[src/rtl/pad_reader.sv]
// NES-style controller poller: latches the pad, clocks out eight active-low button bits,
// then publishes the button byte and a heading that never reverses onto itself.
module pad_reader #(
    parameter int unsigned CLKS_PER_HALF = 300
) (
    input  logic       clock,
    input  logic       reset,
    input  logic       frame_tick,
    input  logic       dflt,
    input  logic       pad_data,
    output logic       pad_latch,
    output logic       pad_clk,
    output logic [3:0] p_info,
    output logic [7:0] buttons,
    output logic       poll_done
);

    localparam int unsigned PW = $clog2(2 * CLKS_PER_HALF);
    localparam logic [PW-1:0] LastLatch = PW'(2 * CLKS_PER_HALF - 1);
    localparam logic [PW-1:0] LastHalf  = PW'(CLKS_PER_HALF - 1);

    typedef enum logic [2:0] {
        StIdle,
        StLatch,
        StClkHi,
        StClkLo,
        StDone
    } state_e;

    state_e      r_state;
    state_e      w_state_d;
    logic [PW-1:0] r_phase;
    logic [PW-1:0] w_phase_d;
    logic [2:0]  r_bit;
    logic [2:0]  w_bit_d;
    logic [7:0]  r_shadow;
    logic [7:0]  w_shadow_d;
    logic [7:0]  r_buttons;
    logic [7:0]  w_buttons_d;
    logic [3:0]  r_heading;
    logic [3:0]  w_heading_d;
    logic        r_pad_latch;
    logic        r_pad_clk;
    logic        r_poll_done;
    logic [3:0]  w_cand;
    logic [3:0]  w_opposite;
    logic        w_accept;

    // Candidate heading from the freshly shifted byte, Up > Down > Left > Right.
    always_comb begin
        w_cand = 4'b0000;
        if (r_shadow[4]) begin
            w_cand = 4'b0001;
        end else if (r_shadow[5]) begin
            w_cand = 4'b0010;
        end else if (r_shadow[6]) begin
            w_cand = 4'b0100;
        end else if (r_shadow[7]) begin
            w_cand = 4'b1000;
        end
    end

    // Swap up<->down and left<->right; zero heading has no opposite.
    assign w_opposite = {r_heading[2], r_heading[3], r_heading[0], r_heading[1]};
    assign w_accept   = (w_cand != 4'b0000) && (w_cand != w_opposite);

    always_comb begin
        w_state_d   = r_state;
        w_phase_d   = r_phase + 1'b1;
        w_bit_d     = r_bit;
        w_shadow_d  = r_shadow;
        w_buttons_d = r_buttons;
        w_heading_d = r_heading;
        unique case (r_state)
            StIdle: begin
                w_phase_d  = '0;
                w_bit_d    = '0;
                w_shadow_d = '0;
                if (frame_tick) begin
                    w_state_d = StLatch;
                end
            end
            StLatch: begin
                if (r_phase == LastLatch) begin
                    w_shadow_d[0] = ~pad_data;
                    w_bit_d       = 3'd1;
                    w_phase_d     = '0;
                    w_state_d     = StClkHi;
                end
            end
            StClkHi: begin
                if (r_phase == LastHalf) begin
                    w_phase_d = '0;
                    w_state_d = StClkLo;
                end
            end
            StClkLo: begin
                if (r_phase == LastHalf) begin
                    w_shadow_d[r_bit] = ~pad_data;
                    w_phase_d         = '0;
                    if (r_bit == 3'd7) begin
                        w_state_d = StDone;
                    end else begin
                        w_bit_d   = r_bit + 3'd1;
                        w_state_d = StClkHi;
                    end
                end
            end
            StDone: begin
                w_buttons_d = r_shadow;
                if (w_accept) begin
                    w_heading_d = w_cand;
                end
                w_phase_d = '0;
                w_bit_d   = '0;
                w_state_d = StIdle;
            end
            default: begin
                w_phase_d = '0;
                w_state_d = StIdle;
            end
        endcase
        if (dflt) begin
            w_heading_d = 4'b0000;
        end
    end

    always_ff @(posedge clock) begin
        if (reset) begin
            r_state     <= StIdle;
            r_phase     <= '0;
            r_bit       <= '0;
            r_shadow    <= '0;
            r_buttons   <= '0;
            r_heading   <= '0;
            r_pad_latch <= 1'b0;
            r_pad_clk   <= 1'b0;
            r_poll_done <= 1'b0;
        end else begin
            r_state     <= w_state_d;
            r_phase     <= w_phase_d;
            r_bit       <= w_bit_d;
            r_shadow    <= w_shadow_d;
            r_buttons   <= w_buttons_d;
            r_heading   <= w_heading_d;
            // Strobes follow the next state so they line up exactly with the state they mark.
            r_pad_latch <= (w_state_d == StLatch);
            r_pad_clk   <= (w_state_d == StClkHi);
            r_poll_done <= (r_state == StDone);
        end
    end

    assign pad_latch = r_pad_latch;
    assign pad_clk   = r_pad_clk;
    assign p_info    = r_heading;
    assign buttons   = r_buttons;
    assign poll_done = r_poll_done;

endmodule

[config.mk]
export PLATFORM = sky130hd
export DESIGN_NAME = pad_reader
export DESIGN_NICKNAME = d
export VERILOG_FILES = /design/src/rtl/pad_reader.sv
export SDC_FILE = /design/constraint.sdc
export NUM_CORES = 1
export LEC_CHECK = 0
export CAP_MARGIN = 40
export CORE_ASPECT_RATIO = 0.75
export CORE_MARGIN = 5
export CORE_UTILIZATION = 25
export DETAILED_ROUTE_END_ITERATION = 16
export PLACE_DENSITY = 0.53
export SYNTH_ARGS = -nofsm -noshare
export SYNTH_HDL_FRONTEND = slang
export SYNTH_SLANG_ARGS = --single-unit
[constraint.sdc]
create_clock -name clock -period 1.8 [get_ports clock]
set_clock_uncertainty 0.15 [all_clocks]
set_input_delay 0.36 -clock clock [delete_from_list [all_inputs] [get_ports clock]]
set_output_delay 0.36 -clock clock [all_outputs]
set_load 0.1 [all_outputs]
==> flow_summary.json <==
{
  "outcome": "complete, but fails checks",
  "violations": "negative setup slack",
  "antenna_found_initial": 0,
  "maxCapViolations": 0,
  "pin_count": 20,
  "vdd_drop_max_v": 0.0002276,
  "powerDensity_mw_per_mm2": 625.0,
  "start_util_pct": 25.51,
  "place_ws_ps": -149.2,
  "slew_headroom_pct": 66.02,
  "rr_worst_depth": 5,
  "start_kind": "flip-flop",
  "crit_buf_inv": 0,
  "yosysUniqueCellTypes": 52,
  "cp_max_fo": 5,
  "synth_most_common_cell": "dfxtp_1",
  "grt_usage_pct": 10.23,
  "fmax_mhz": 513.0,
  "initialDrtViolationCount": 92,
  "drive_above_1_share_pct": 36.00,
  "vias": 1704,
  "arrival_ps": 2030,
  "hold_slack_ps": 311.7,
  "power_mw": 1.775,
  "cts_root_buf": "clkbuf_8",
  "max_stage_delay_ps": 560,
  "rsz0062_at_grt": "true",
  "leakagePower_nw": 1.080,
  "nNetsFinal": 282,
  "async_reset_ff_share_pct": 0,
  "hp-start": "r_shadow[1]",
  "cts_max_level": 2,
  "cts_tree": "done",
  "grt_pass1_wl_mm": 7.603,
  "grt_pass1_vias": 1620,
  "fp.coreArea_sq_mm": 0.007263,
  "nFillCells": 686,
  "syn_inst": 212,
  "critPathKind": "flip-flop to flip-flop",
  "design.die.area_sq_mm": 0.009252,
  "fin_crit_sh_pct": 108.3,
  "drc": 0,
  "yosysSeqAreaShare_pct": 42.13,
  "synthToLayoutAreaGrowth_pct": 53.27,
  "wirelength_mm": 4.573,
  "crit_family": "simple AND/OR/NAND/NOR gates",
  "globalplace.congestion": 0.7724,
  "grt-ovfl-total": 0,
  "ys_seq_elements": 39,
  "synth_area_leaders": "dfxtp_1 (42%), nand2_1 (7.7%), a21oi_1 (4.6%)",
  "grt_max_degree": 13,
  "end_kind": "flip-flop",
  "worst_pin_slew_ps": 509.7,
  "synth_top_family_by_area": "simple AND/OR/NAND/NOR gates",
  "synth_enable_flop_cells": 0,
  "viasPerCell": 4.532,
  "hold_viol_final": 0,
  "critical_path.cell_chain": "or4b_4 -> o41ai_4 -> o221ai_2 -> or2_1 -> a21oi_2",
  "hp-class": "flip-flop to flip-flop",
  "crit-reg2reg-launch": "r_phase[8]",
  "syn_avg_cell_area_sq_um": 8.741,
  "synth_mux_area_share_pct": 2.161,
  "yosysWarnings": 0,
  "clock-sinks": 39,
  "die_h_um": 84.56,
  "yosysTopAreaCell": "dfxtp_1",
  "min_period_ps": 1949,
  "firstDrtPassIters": 4,
  "clk_pin_slew_ps": 80,
  "synthFlopType": "dfxtp_1",
  "clk_latency_ps": 290,
  "syn_nets": 220,
  "hold_depth": 2,
  "r2r-end": "r_bit[2]",
  "netlist_top_cells_count": "dfxtp_1 (39), nand2_1 (38), nor2_1 (20)",
  "antenna_left": 0,
  "hold_end": "buttons[1]",
  "ctsHoldBuffers": 0,
  "diodes": 0,
  "fin_ws_ps": -149.5,
  "final_core_util_pct": 39.10,
  "synth_top_area_share_pct": 42.13,
  "synth_compound_area_share_pct": 17.89,
  "die_w_um": 109.4,
  "clockBufferDepth": 2,
  "synth_adder_area_share_pct": 2.026,
  "wire_per_inst_um": 12.16,
  "r2r_slack_ps": -150,
  "setup_viol": 16,
  "required_ps": 1880,
  "rows": 27,
  "synth_xor_area_share_pct": 4.254,
  "cts_buffers": 5,
  "syn_area_sq_mm": 0.001853,
  "io_buffers": 19,
  "place_hpwl_mm": 3.239,
  "worst_path_max_delay_cell": "or4b_4",
  "synth-simple-area-share_pct": 27.89,
  "drv_slew": 0
}
layer usage:
layer / wire length (um) / track usage, % / up-vias
li1: - / - / 877
met1: 2303 / 14.66 / 787
met2: 1963 / 14.24 / 34
met3: 244 / 2.921 / 6
met4: 60 / 4.077 / 0
met5: 0 / 0 / -
logic make-up after synthesis:
family          after synthesis
mux                           4
buf+inv                      12
fa+ha+maj                     3
flops                        39
compound gates               44
xor+xnor                      9
simple gates                101
sequential cells by signal, summed over array words and instances (netlist names):
signal / flops
buttons: 8
p_info: 4
pad_clk: 1
pad_latch: 1
poll_done: 1
r_bit: 3
r_phase: 10
r_shadow: 8
r_state: 3
power by group:
part,switching (mW),total (mW),internal (mW)
logic,0.0720,0.134,0.0617
clock network,0.320,0.768,0.449
registers,0.00565,0.873,0.867
total,0.397,1.78,1.38
tightest hold or removal path, delay by kind of cell, from the launching register on:
family | cells | cell delay, ps
flip-flops | 1 | 320
AO/OA/AOI/OAI | 1 | 50
AND/OR/NAND/NOR | 1 | 50
layout make-up:
cell class	instances	area [sq um]	share of cell area (%)
multi-input cells	161	1101	38.77
flip-flops and latches	39	797.0	28.06
inverters	6	22.52	0.7930
clock buffers	6	82.58	2.907
clock inverters	2	35.03	1.233
well taps	101	126.4	4.449
repair buffers	61	675.6	23.79
what timing repair did:
item / 4_1_cts / 5_1_grt
setup endpoints to repair: 14 / 30
setup buffers: 3 / 5
pin swaps: 3 / 15
resized for setup: 7 / 15
stage by stage:
stage               instance area, sq um  setup TNS [ps]  instances
global placement                    2557           -1418        360
global route                        2840           -3062        376
detailed placement                  2557          -833.2        360
CTS                                 2723          -530.1        371
finish                              2840           -1365        376
floorplan                           1868          -121.9        212
placed cells by master (no fill, tap or decap), types with 3 or more instances in the layout:
master and instances:
buf_4 39, nand2_1 37, dfxtp_1 30, nor2_1 19, buf_12 16, a21oi_1 15, nand3_1 7, a32o_1 7
dfxtp_2 7, inv_1 6, xor2_1 6, clkbuf_8 6, a21oi_2 4, mux2i_1 4, o21ai_0 4, clkdlybuf4s50_1 4
nor3_1 3, xnor2_1 3, nor2b_1 3, and3_1 3
how the worst max path moves through the flow:
| stage | from | to | slack (ps) | depth (start not counted) |
|---|---|---|---|---|
| floorplan | r_phase[8] | r_bit[1] | -60 | 5 |
| global placement | r_phase[6] | r_shadow[3] | -150 | 6 |
| detailed placement | r_phase[8] | r_bit[1] | -150 | 5 |
| CTS | r_phase[8] | r_bit[2] | -130 | 5 |
| global route | r_phase[8] | r_bit[1] | -230 | 5 |
| finish | r_phase[8] | r_bit[2] | -150 | 5 |
Note: power is estimated with default switching activity, not from simulation.
